File: src/rtl/dvp_source.sv
// dvp_source: RGB565 pixel stream to OV5640-style DVP (Vsync/Href/8-bit Data), two bytes per pixel, high byte first.
// Define DVP_SOURCE_TESTPAT_EN to add Pattern_sel and an internal 8-band colour bar source.
module dvp_source #(
  parameter int IMAGE_WIDTH  = 800,
  parameter int IMAGE_HEIGHT = 480,
  parameter int H_BLANK      = 40,
  parameter int VSYNC_LINES  = 2,
  parameter int V_FRONT      = 2,
  parameter int V_BACK       = 2
) (
  input  logic        Clk,
  input  logic        Rst,
  input  logic        Enable,
`ifdef DVP_SOURCE_TESTPAT_EN
  input  logic        Pattern_sel,
`endif
  input  logic        In_valid,
  input  logic [15:0] In_data,
  output logic        In_ready,
  output logic        Vsync,
  output logic        Href,
  output logic [7:0]  Data,
  output logic        Frame_done,
  output logic        Underrun,
  output logic        Busy
);

  localparam int LINE_LEN = 2*IMAGE_WIDTH + H_BLANK;
  localparam int H_W      = $clog2(LINE_LEN);
  localparam int V_MAX_A  = (VSYNC_LINES > V_FRONT) ? VSYNC_LINES : V_FRONT;
  localparam int V_MAX_B  = (IMAGE_HEIGHT > V_BACK) ? IMAGE_HEIGHT : V_BACK;
  localparam int V_MAX    = (V_MAX_A > V_MAX_B) ? V_MAX_A : V_MAX_B;
  localparam int V_W      = $clog2(V_MAX + 1);

  localparam logic [H_W-1:0] H_LAST   = H_W'(LINE_LEN - 1);
  localparam logic [H_W-1:0] H_ACT    = H_W'(2*IMAGE_WIDTH);
  localparam logic [H_W-1:0] H_ONE    = H_W'(1);
  localparam logic [V_W-1:0] V_ONE    = V_W'(1);
  localparam logic [V_W-1:0] VS_LAST  = V_W'(VSYNC_LINES - 1);
  localparam logic [V_W-1:0] VF_LAST  = V_W'((V_FRONT > 0) ? V_FRONT - 1 : 0);
  localparam logic [V_W-1:0] ACT_LAST = V_W'(IMAGE_HEIGHT - 1);
  localparam logic [V_W-1:0] VB_LAST  = V_W'((V_BACK > 0) ? V_BACK - 1 : 0);

  localparam logic [2:0] ST_IDLE   = 3'd0;
  localparam logic [2:0] ST_VSYNC  = 3'd1;
  localparam logic [2:0] ST_VFRONT = 3'd2;
  localparam logic [2:0] ST_ACTIVE = 3'd3;
  localparam logic [2:0] ST_VBACK  = 3'd4;

  logic [2:0]     state_r;
  logic [2:0]     state_nx_s;
  logic [H_W-1:0] h_cnt_r;
  logic [V_W-1:0] v_cnt_r;
  logic [7:0]     lo_byte_r;
  logic           line_end_s;
  logic           frame_end_s;
  logic           slot_s;
  logic           even_s;
  logic           ready_s;
  logic           starve_s;
  logic [15:0]    pixel_s;

`ifdef DVP_SOURCE_TESTPAT_EN
  logic           pattern_r;
  logic [2:0]     band_s;

  function automatic logic [15:0] bar_colour(input logic [2:0] band);
    case (band)
      3'd0:    bar_colour = 16'hFFFF;
      3'd1:    bar_colour = 16'hFFE0;
      3'd2:    bar_colour = 16'h07FF;
      3'd3:    bar_colour = 16'h07E0;
      3'd4:    bar_colour = 16'hF81F;
      3'd5:    bar_colour = 16'hF800;
      3'd6:    bar_colour = 16'h001F;
      default: bar_colour = 16'h0000;
    endcase
  endfunction
`endif

  // Next-state decode; a state ends on the last clock of its last line period
  always_comb begin
    line_end_s  = (h_cnt_r == H_LAST);
    state_nx_s  = state_r;
    frame_end_s = 1'b0;
    case (state_r)
      ST_IDLE: begin
        if (Enable) state_nx_s = ST_VSYNC;
        else        state_nx_s = ST_IDLE;
      end
      ST_VSYNC: begin
        if (line_end_s && (v_cnt_r == VS_LAST)) state_nx_s = (V_FRONT == 0) ? ST_ACTIVE : ST_VFRONT;
        else                                     state_nx_s = ST_VSYNC;
      end
      ST_VFRONT: begin
        if (line_end_s && (v_cnt_r == VF_LAST)) state_nx_s = ST_ACTIVE;
        else                                     state_nx_s = ST_VFRONT;
      end
      ST_ACTIVE: begin
        if (line_end_s && (v_cnt_r == ACT_LAST)) begin
          if (V_BACK == 0) begin
            frame_end_s = 1'b1;
            state_nx_s  = Enable ? ST_VSYNC : ST_IDLE;
          end else begin
            state_nx_s  = ST_VBACK;
          end
        end else begin
          state_nx_s = ST_ACTIVE;
        end
      end
      ST_VBACK: begin
        if (line_end_s && (v_cnt_r == VB_LAST)) begin
          frame_end_s = 1'b1;
          state_nx_s  = Enable ? ST_VSYNC : ST_IDLE;
        end else begin
          state_nx_s  = ST_VBACK;
        end
      end
      default: state_nx_s = ST_IDLE;
    endcase
  end

  // Byte-slot decode and pixel source selection
  always_comb begin
    slot_s = (state_r == ST_ACTIVE) && (h_cnt_r < H_ACT);
    even_s = slot_s && !h_cnt_r[0];
`ifdef DVP_SOURCE_TESTPAT_EN
    band_s  = 3'((32'(h_cnt_r) >> 1) * 32'd8 / 32'(IMAGE_WIDTH));
    ready_s = even_s && !pattern_r;
    if (pattern_r)     pixel_s = bar_colour(band_s);
    else if (In_valid) pixel_s = In_data;
    else               pixel_s = 16'h0000;
`else
    ready_s = even_s;
    if (In_valid) pixel_s = In_data;
    else          pixel_s = 16'h0000;
`endif
    starve_s = ready_s && !In_valid;
  end

  assign In_ready = ready_s;

  // State and line/frame counters; v_cnt restarts whenever the state changes
  always_ff @(posedge Clk) begin
    if (Rst) begin
      state_r <= ST_IDLE;
      h_cnt_r <= '0;
      v_cnt_r <= '0;
    end else begin
      state_r <= state_nx_s;
      if (state_r == ST_IDLE) h_cnt_r <= '0;
      else if (line_end_s)    h_cnt_r <= '0;
      else                    h_cnt_r <= h_cnt_r + H_ONE;
      if (state_nx_s != state_r) v_cnt_r <= '0;
      else if (line_end_s)       v_cnt_r <= v_cnt_r + V_ONE;
      else                       v_cnt_r <= v_cnt_r;
    end
  end

`ifdef DVP_SOURCE_TESTPAT_EN
  // Pattern mode is frozen for the whole frame at VSYNC entry
  always_ff @(posedge Clk) begin
    if (Rst)                                                pattern_r <= 1'b0;
    else if ((state_nx_s == ST_VSYNC) && (state_r != ST_VSYNC)) pattern_r <= Pattern_sel;
    else                                                    pattern_r <= pattern_r;
  end
`endif

  // Registered DVP outputs, all one clock behind state/h_cnt
  always_ff @(posedge Clk) begin
    if (Rst) begin
      Vsync      <= 1'b0;
      Href       <= 1'b0;
      Data       <= 8'h00;
      Frame_done <= 1'b0;
      Underrun   <= 1'b0;
      Busy       <= 1'b0;
      lo_byte_r  <= 8'h00;
    end else begin
      Vsync      <= (state_r == ST_VSYNC);
      Href       <= slot_s;
      Busy       <= (state_r != ST_IDLE);
      Frame_done <= frame_end_s;
      if (starve_s) Underrun <= 1'b1;
      if (even_s) begin
        Data      <= pixel_s[15:8];
        lo_byte_r <= pixel_s[7:0];
      end else if (slot_s) begin
        Data      <= lo_byte_r;
      end else begin
        Data      <= 8'h00;
      end
    end
  end

endmodule

File: config.mk
export PLATFORM = sky130hd
export DESIGN_NAME = dvp_source
export DESIGN_NICKNAME = d
export VERILOG_FILES = /design/src/rtl/dvp_source.sv
export SDC_FILE = /design/constraint.sdc
export NUM_CORES = 1
export LEC_CHECK = 0
export CORE_ASPECT_RATIO = 0.6
export CORE_MARGIN = 4
export CORE_UTILIZATION = 40
export CTS_CLUSTER_DIAMETER = 60
export DETAILED_ROUTE_END_ITERATION = 7
export MAX_ROUTING_LAYER = met4
export PLACE_DENSITY = 0.59
export SKIP_LAST_GASP = 1
export SYNTH_ARGS = -nofsm -noshare
export SYNTH_HDL_FRONTEND = slang
export SYNTH_SLANG_ARGS = --single-unit
File: constraint.sdc
create_clock -name Clk -period 2.75 [get_ports Clk]
set_input_delay 0.4125 -clock Clk [delete_from_list [all_inputs] [get_ports Clk]]
set_output_delay 0.4125 -clock Clk [all_outputs]
set_load 0.005 [all_outputs]
==> impl_metrics.tcl <==
set metrics [dict create \
    synth.area.top_cells "dfxtp_1, nor2_1, nand3_1, xnor2_1, a22oi_1" \
    die_y_um 61.87 \
    grt_max_degree 15 \
    slew_headroom_pct 58.80 \
    min_path_type "reg2reg" \
    start_util_pct 41.94 \
    status "finished, final reports clean" \
    stdcell_count 319 \
    firstDrtPassIters 4 \
    synth_ff_type "dfxtp_1" \
    drtAntennaViolNets 0 \
    cts_buffers 5 \
    yosys_warnings 0 \
    reg2reg_from "h_cnt_r[1]" \
    area_growth_pct 25.49 \
    setup_viol 0 \
    dp.cells 311 \
    vdd_ir_drop_max_v 0.0002165 \
    wl_met3_um 305 \
    synth_edf_count 0 \
    drive_above_1_share_pct 8.203 \
    die_w_um 97.78 \
    yosysTopAreaCellShare_pct 45.54 \
    end_kind "output pin" \
    io_pins 34 \
    yosysTopAreaCell "dfxtp_1" \
    post-route-drc-count 0 \
    grt_pass1_vias 1354 \
    syn_inst 221 \
    finalCriticalPeriod_ns 2.575 \
    via_count 1663 \
    overflow 0 \
    synth_async_sr_flop_share_pct 0 \
    dieArea_um2 6049 \
    num_rows 19 \
    wl_met2_um 1568 \
    clockBufferDepth 2 \
    synth_area_per_cell_um2 8.753 \
    grt_util_all_layers_pct 15.57 \
    hpwl_um 3403 \
    nets 278 \
    highest_layer "met4" \
    path_clk_slew_ns 0.09 \
    place_worst_setup_slack_ns 0.3962 \
    met1_length_um 2544 \
    setup_tns_ns 0 \
    setup_slack_ns 0.1755 \
    cp_top_family "buffers and inverters" \
    finalWirelength_um 4462 \
    vias_per_cell 5.213 \
    synth_cell_types 43 \
    diodes 0 \
    maxCapViolCount 0 \
    finalClockSkew_ns 0.008022 \
    antenna_found_initial 0 \
    cts_root_buf "clkbuf_8" \
    core-area_um2 4612 \
    power_density_nw_per_um2 458.7 \
    synth.net_count 244 \
    gp_congestion 0.8183 \
    htree_levels 2 \
    cts_hold_buf 0 \
    finalHoldViolCount 0 \
    wl_per_cell_um 13.99 \
    cp_max_fo 10 \
    syn_area_um2 1934 \
    grt_pass1_wl_um 6920 \
    ys_seq_elements 44 \
    slowest_stage "clkdlybuf4s50_1" \
    tritoncts "done" \
    drt_iter0_drc 117 \
    required_ns 2.34 \
    finalCritPeriodShare_pct 93.62 \
    numPortBuffers 33 \
    hold_start "lo_byte_r[3]" \
    crit_start "h_cnt_r[8]" \
    crit_type "reg2out" \
    leakage_nw 0.7884 \
    insertion_delay_ns 0.30 \
    rsz0062_at_grt "no" \
    cts_sinks 44 \
    synth.yosys.seq_area_share_pct 45.54 \
    p_total_mw 1.114 \
    final_util_pct 52.63 \
    cp.arrival_ns 2.16 \
    cpPeakStageDelay_ns 0.52 \
    fmax_mhz 388.4 \
    maxSlewViolCount 0 \
    startpoint_type "register" \
    crit_buf_inv 2 \
    tightest_slew_ns 0.6144 \
    crit_chain "o311a_1 > or3_4 > inv_2 > clkdlybuf4s50_1" \
]
synthesized netlist by cell type, types with 3 or more instances:
cell / n
a211oi_1: 4
a21oi_1: 11
a22oi_1: 8
clkbuf_1: 10
dfxtp_1: 44
ha_1: 3
inv_1: 6
nand2_1: 14
nand3_1: 17
nand4_1: 5
nor2_1: 25
nor3_1: 9
nor4_1: 6
o21ai_0: 4
or3_1: 6
xnor2_1: 8
xor2_1: 5
placed cells by master, fill, tap and decap left out, drive strengths merged, types with 2 or more instances in the layout:
| cell | instances |
|---|---|
| a22oi | 8 |
| o31ai | 3 |
| nor2 | 25 |
| clkdlybuf4s50 | 33 |
| xor2 | 5 |
| nand4 | 5 |
| a211oi | 4 |
| nor3b | 2 |
| or2 | 2 |
| nand2 | 14 |
| o211ai | 2 |
| xnor2 | 8 |
| nand2b | 2 |
| nand3b | 2 |
| or4 | 2 |
| a21oi | 11 |
| inv | 7 |
| and3 | 2 |
| nand3 | 17 |
| nor4b | 3 |
| nor3 | 9 |
| ha | 3 |
| clkinv | 3 |
| nor4 | 6 |
| o21ai | 4 |
| or3 | 6 |
| nand4bb | 2 |
| buf | 6 |
| dfxtp | 44 |
| clkbuf | 5 |
| nand4b | 2 |
stage by stage:
step | cell area, um2 | hold slack (ns)
floorplan | 1934 | 0.4323
global placement | 2335 | 0.4607
detailed placement | 2335 | 0.4672
CTS | 2422 | 0.4784
global route | 2427 | 0.4925
finish | 2427 | 0.4811
layout make-up:
class / count / area, um2
clock buffers: 5 / 68.82
clock inverters: 3 / 18.77
repair buffers: 39 / 375.4
fillers: 443 / 2185
flip-flops and latches: 44 / 880.8
well taps: 63 / 78.83
inverters: 7 / 26.28
multi-input cells: 158 / 978.4
cell families (layout without fill, tap and decap cells):
| group | after synthesis | in the layout | synth area share, % |
|---|---|---|---|
| AO/OA/AOI/OAI | 39 | 39 | 13.71 |
| XOR/XNOR | 13 | 13 | 5.886 |
| adder cells (fa/ha/maj) | 3 | 3 | 1.941 |
| buffers and inverters | 19 | 54 | 4.139 |
| flip-flops | 44 | 44 | 45.54 |
| AND/OR/NAND/NOR | 103 | 103 | 28.78 |
registers in the layout, summed over array words and instances (netlist names):
signal and flops:
lo_byte_r 8, Vsync 1, Data 8, state_r 3
h_cnt_r 11, Underrun 1, Frame_done 1, Busy 1
v_cnt_r 9, Href 1
repair_timing:
item	CTS	global route
endpoints found under the setup margin	0	1
resized for setup	0	1
endpoints found under the hold margin	0	0
buffers inserted	0	0
worst register-to-register path: cells and delay by family (launching register included):
family / cells / cell delay (ns)
AO/OA/AOI/OAI: 2 / 0.69
adder cells (fa/ha/maj): 1 / 0.24
flip-flops: 1 / 0.36
AND/OR/NAND/NOR: 2 / 0.77
routing by layer:
metal,vias to the layer above,global-route usage (%)
li1,869,-
met1,734,24.08
met2,55,18.11
met3,5,5.128
met4,0,4.142
met5,-,-
worst paths after layout:
kind,end,slack [ns],depth (start not counted)
max,In_ready,0.18,4
min,lo_byte_r[3],0.48,2
max reg2reg,v_cnt_r[1],0.55,5
min reg2reg,lo_byte_r[3],0.48,2
power breakdown:
part	switching, mW	internal (mW)	total (mW)
logic	0.0309	0.0392	0.0701
registers	0.00370	0.640	0.644
clock network	0.222	0.177	0.400
total	0.257	0.857	1.11
No activity file was read; power rests on OpenSTA's default activity.
==> variant 1: new RTL, config.mk and constraints unchanged <==
Set the parameter `VSYNC_LINES` to 4 (it was 2).
--- a/src/rtl/dvp_source.sv
+++ b/src/rtl/dvp_source.sv
@@ -6,3 +6,3 @@
   parameter int H_BLANK      = 40,
-  parameter int VSYNC_LINES  = 2,
+  parameter int VSYNC_LINES  = 4,
   parameter int V_FRONT      = 2,
Formal check against the unedited RTL: same outputs for any inputs over 10 cycles, from zero or initial values and one cycle with Rst high; that may be too few to reach the edited logic, so the function may still have changed.
==> variant 1 against the original RTL <==
- area after synthesis down 4.4%
- total power is 6.4% higher
- final area is 2.8% lower
- worst setup slack got worse by 52 ps
- non-clock buffer count down 2
- combinational power fell by 8.1%
- sequential cell count unchanged
- critical path type unchanged
- core utilization increased by 2.5 points
- via count down 5.0%
- largest cell class unchanged
- highest routed layer unchanged
- clock skew grew 7.2 ps
- routed wire length rose by 0.11%
- sequential power is essentially flat
- first-iteration DRC count down 26%
==> variant 1: results (changes against the original RTL) <==
- By count the netlist is led by 44 x sky130_fd_sc_hd__dfxtp_1, 23 x sky130_fd_sc_hd__nor2_1, 17 x sky130_fd_sc_hd__nand2_1.
- Capture instance of the worst register-to-register path: v_cnt_r[7]
* XOR/XNOR share of the synthesized area: 0.08051 (+0.02165)
- The routed via count divided by cell count came to 5.320 (+2.0%).
* Hold path endpoint: lo_byte_r[7]
* Post-Synthesis Mean Instance Area: 9.246 um^2 (+5.6%)
- The met3 wire length is 315 um (+3.3%).
- The number of global-route vias before repair was 1502 (+11%).
- Top cells by area in the synthesized netlist: sky130_fd_sc_hd__dfxtp_1 48%, sky130_fd_sc_hd__xor2_1 6.2%, sky130_fd_sc_hd__nor2_1 4.7%, sky130_fd_sc_hd__a22o_1 4.3%, sky130_fd_sc_hd__nand3_1 3.8%
- The leakage power was 0.8210 nW (+4.1%).
* DP HPWL: 3417 um (+0.41%)
* Metal1 wirelength: 2204 um (-13%)
* Crit path launch: h_cnt_r[6]
* Post-route worst hold slack: 464.4 ps (-16.73 ps)
- The flow ran to the end, and the final reports show no timing, DRC or antenna violations.
* Post-detailed-routing wire length: 4467 um (+0.11%)
* Synth-to-layout area growth: 27.60%
- Syn nets: 223 (-8.6%)
- In this run the most critical hold path is launched from lo_byte_r[7].
- The number of nets in the layout came to 259 (-6.8%).
* Routed WL per cell: 15.04 um (+7.5%)
- The peak supply drop is 0.0002581 V (+19%).
- The count of filler cells inserted in the layout came to 386 (-13%).
* # placed instances: 289 (-7.1%)
- The arithmetic-cell share of the synthesized area counting full adders, half adders and majority gates is 0.02030 (+0.0008928).
- The detailed route wirelength on metal2 came to 1912 um (+22%).
- Part of the Yosys area used for sequential elements: 0.4763 (+0.02095)
- The number of DRC markers in iteration 0 came to 86 (-26%).
* Global placer's final weighted congestion: 0.9409 (+15%)
- The relative slew slack came to 0.6840 (+0.09599).
- The maximum clock skew at final layout came to 15.23 ps (+7.208 ps).
- The combined global-route utilization of all metal layers is 0.1694 (+0.01368).
- Area after DPL: 2243 um^2 (-3.9%)
==> variant 1: changes by cell type in the layout (fill, tap and decap cells not counted), moves of 3 or more <==
| cell | before | now |
|---|---|---|
| sky130_fd_sc_hd__nor3_1 | 9 | 3 |
| sky130_fd_sc_hd__nand2_1 | 14 | 17 |
| sky130_fd_sc_hd__inv_1 | 6 | 2 |
| sky130_fd_sc_hd__a22o_1 | 0 | 9 |
| sky130_fd_sc_hd__a22oi_1 | 8 | 1 |
| sky130_fd_sc_hd__nand4_1 | 5 | 8 |
| sky130_fd_sc_hd__nor4_1 | 6 | 2 |
| sky130_fd_sc_hd__xor2_1 | 5 | 13 |
| sky130_fd_sc_hd__xnor2_1 | 8 | 4 |
| sky130_fd_sc_hd__and3_1 | 2 | 6 |
| sky130_fd_sc_hd__or3_1 | 5 | 0 |
| sky130_fd_sc_hd__nand3_1 | 17 | 14 |
| sky130_fd_sc_hd__o21ai_0 | 4 | 1 |
==> variant 1: routing by layer <==
metal | track usage | vias to the layer above
met5 | - | -
met4 | 0.05263 | 0
met3 | 0.04709 | 5
met2 | 0.2302 | 47
met1 | 0.2413 | 747
li1 | - | 781
==> variant 1: cell type report <==
class / instances / share of cell area
sequential: 44 / 0.3738
inverter: 3 / 0.004772
multi-input combinational: 145 / 0.3913
tap: 60 / 0.03181
timing repair buffer: 37 / 0.1527
clock buffer: 6 / 0.03075
clock inverter: 2 / 0.01485
==> variant 1: worst max-delay path, cell delays in order (launching register included) <==
cell,delay [ps]
sky130_fd_sc_hd__dfxtp_1,370
sky130_fd_sc_hd__o311ai_2,330
sky130_fd_sc_hd__nand2_1,140
sky130_fd_sc_hd__or2_2,380
sky130_fd_sc_hd__clkinv_1,180
sky130_fd_sc_hd__clkdlybuf4s50_1,530
==> variant 1: worst max path at each step <==
stage            endpoint  slack, ps
6_report         In_ready        120
4_1_cts          In_ready         10
3_5_place_dp     In_ready        330
5_1_grt          In_ready        -30
2_1_floorplan  v_cnt_r[1]        830
3_3_place_gp     In_ready        400
==> variant 1: per-stage QoR <==
| stage | worst slack [ps] | power [mW] |
|---|---|---|
| after floorplan | 831.2 | 0.6840 |
| after global placement | 399.3 | 0.7210 |
| after detailed placement | 327.4 | 0.7233 |
| after CTS | 10.31 | 1.202 |
| after global routing | -34.91 | 1.236 |
| final | 123.2 | 1.185 |
==> variant 1: report_power, final <==
group / switching (mW) / leakage (nW) / internal, mW / total [mW]
logic: 0.0277 / 0.410 / 0.0367 / 0.0644
registers: 0.00292 / 0.356 / 0.641 / 0.644
clock network: 0.207 / 0.0552 / 0.270 / 0.477
==> variant 1: logic make-up after synthesis <==
logic type                 Yosys count
AOI/OAI and AO/OA                   33
xor gates and xnor gates            17
adders and majority gates            3
buffers and inverters               11
DFF                                 44
and+or+nand+nor                     92
==> variant 2: new RTL, config.mk and constraints unchanged <==
Made on the original files. Put one more register stage on the output `Vsync`, without a reset. The value now appears one clock later. The other outputs are not delayed to match.
--- a/src/rtl/dvp_source.sv
+++ b/src/rtl/dvp_source.sv
@@ -49,2 +49,4 @@
 
+  logic Vsync_s0;
+
   logic [2:0]     state_r;
@@ -171,3 +173,3 @@
     if (Rst) begin
-      Vsync      <= 1'b0;
+      Vsync_s0   <= 1'b0;
       Href       <= 1'b0;
@@ -179,3 +181,3 @@
     end else begin
-      Vsync      <= (state_r == ST_VSYNC);
+      Vsync_s0   <= (state_r == ST_VSYNC);
       Href       <= slot_s;
@@ -195,2 +197,6 @@
 
+  always_ff @(posedge Clk) begin
+    Vsync <= Vsync_s0;
+  end
+
 endmodule
Function: changed (Yosys sat finds a counterexample within 4 cycles, from zero or initial values and one cycle with Rst high).
==> variant 2 against the original RTL <==
- area after synthesis rose by 1.0%
- first-iteration DRC count rose by 39%
- sequential share of layout area is 0.60 points higher
- global-route usage is 0.56 points higher
- fmax down 0.44%
- worst setup slack got worse by 11 ps
- largest power group unchanged
- count of clock-buffer cells in the layout stayed put
- final area rose by 0.62%
- sequential power is 2% higher
- sequential cell count increased by 1
- total power rose by 2.5%
- routed wire length rose by 5.5%
- cell count unchanged
==> variant 2: results (changes against the original RTL) <==
- VDD IR-drop max: 0.0003101 V (+43%)
- The multi-input combinational area share came to 0.4006 (-0.002477).
- The total routed wire length on the met1 layer was 2624 um (+3.1%).
- The number of nets in the synthesized netlist is 245 (+0.41%).
- Pin count of the biggest net entering global routing: 16 (+1)
- The number of ordinary and repair buffers in the finished layout is 38 (-2.6%).
- Top cells by area in the synthesized netlist: sky130_fd_sc_hd__dfxtp_1 46%, sky130_fd_sc_hd__nor2_1 4.8%, sky130_fd_sc_hd__nand3_1 4.4%, sky130_fd_sc_hd__xnor2_1 3.6%, sky130_fd_sc_hd__a22oi_1 3.1%
- The fraction of area in clock buffers and inverters was 0.03689 (+0.0008028).
* Global placer's final weighted congestion: 0.8331 (+1.8%)
* GRT met3 Usage: 0.04139 (-0.009895)
* Portion of the layout cell area used by non-clock buffers: 0.1506 (-0.004024)
- Amount of wire on met2 after detailed routing: 1814 um (+16%)
- The share of final-layout standard cells stronger than drive strength 1 is 0.07813 (-0.003906).
- Post-Synthesis Mean Instance Area: 8.803 um^2 (+0.58%)
- The maximum clock skew at final layout was 4.702 ps (-3.320 ps).
* Register bit total from synthesis: 45 (+2.3%)
* First-pass GRT wire length: 7728 um (+12%)
- Total via count in the routed design: 1706 (+2.6%)
* Multi-input combinational cell count: 158 (unchanged)
- The instance count along the most critical hold path was 0 (-2).
- Routed WL per cell: 14.76 um (+5.5%)
- The actual slew at the worst max-slew pin came to 599.0 ps (-15.38 ps).
- Drt first-iter violations: 163 (+39%)
- The flow ran to the end, and the final reports show no timing, DRC or antenna violations.
* Via count of the first global-routing pass: 1558 (+15%)
* DR WL met3: 229 um (-25%)
- The post-CTS setup buffer count was 0 (unchanged).
* Maximum cell stage delay along the critical path: 520 ps (about the same)
* Part of the Yosys area used for sequential elements: 0.4609 (+0.005579)
- Met1 demand-to-capacity share in global routing: 0.2464 (+0.005585)
- Top cell types by occurrence after synthesis: 45 x sky130_fd_sc_hd__dfxtp_1, 25 x sky130_fd_sc_hd__nor2_1, 17 x sky130_fd_sc_hd__nand3_1
- The combined global-route utilization of all metal layers came to 0.1613 (+0.005561).
- Share of the final layout cell area in sequential cells: 0.3689 (+0.005966)
- DP HPWL: 3503 um (+2.9%)
- The final standard cell count with taps included and fillers excluded is 319 (unchanged).
- The leakage power came to 0.7892 nW (about the same).
variant 2: per-stage QoR:
step | hold WS, ps | worst slack, ps
final | 344.4 | 164.1
after global routing | 356.3 | 73.74
after floorplan | 309.6 | 627.3
after global placement | 317.9 | 402.6
after CTS | 347.9 | 50.38
after detailed placement | 319.0 | 386.8
variant 2: logic make-up after synthesis:
family,Yosys count,share of synthesized area
compound gates,39,0.1357
xor+xnor,13,0.05826
fa+ha+maj,3,0.01921
buf+inv,19,0.04097
flops,45,0.4609
simple gates,103,0.2849
variant 2: path summary, 6_finish.rpt:
path | start | to | slack [ps]
max | h_cnt_r[8] | In_ready | 160
min | Vsync_s0 | Vsync | 340
max reg2reg | h_cnt_r[1] | v_cnt_r[1] | 540
min reg2reg | Vsync_s0 | Vsync | 340
variant 2: power breakdown:
part           leakage (nW)  total, mW  internal, mW  switching (mW)
registers             0.363      0.660         0.656         0.00431
clock network        0.0445      0.412         0.180           0.232
logic                 0.381     0.0701        0.0392          0.0309
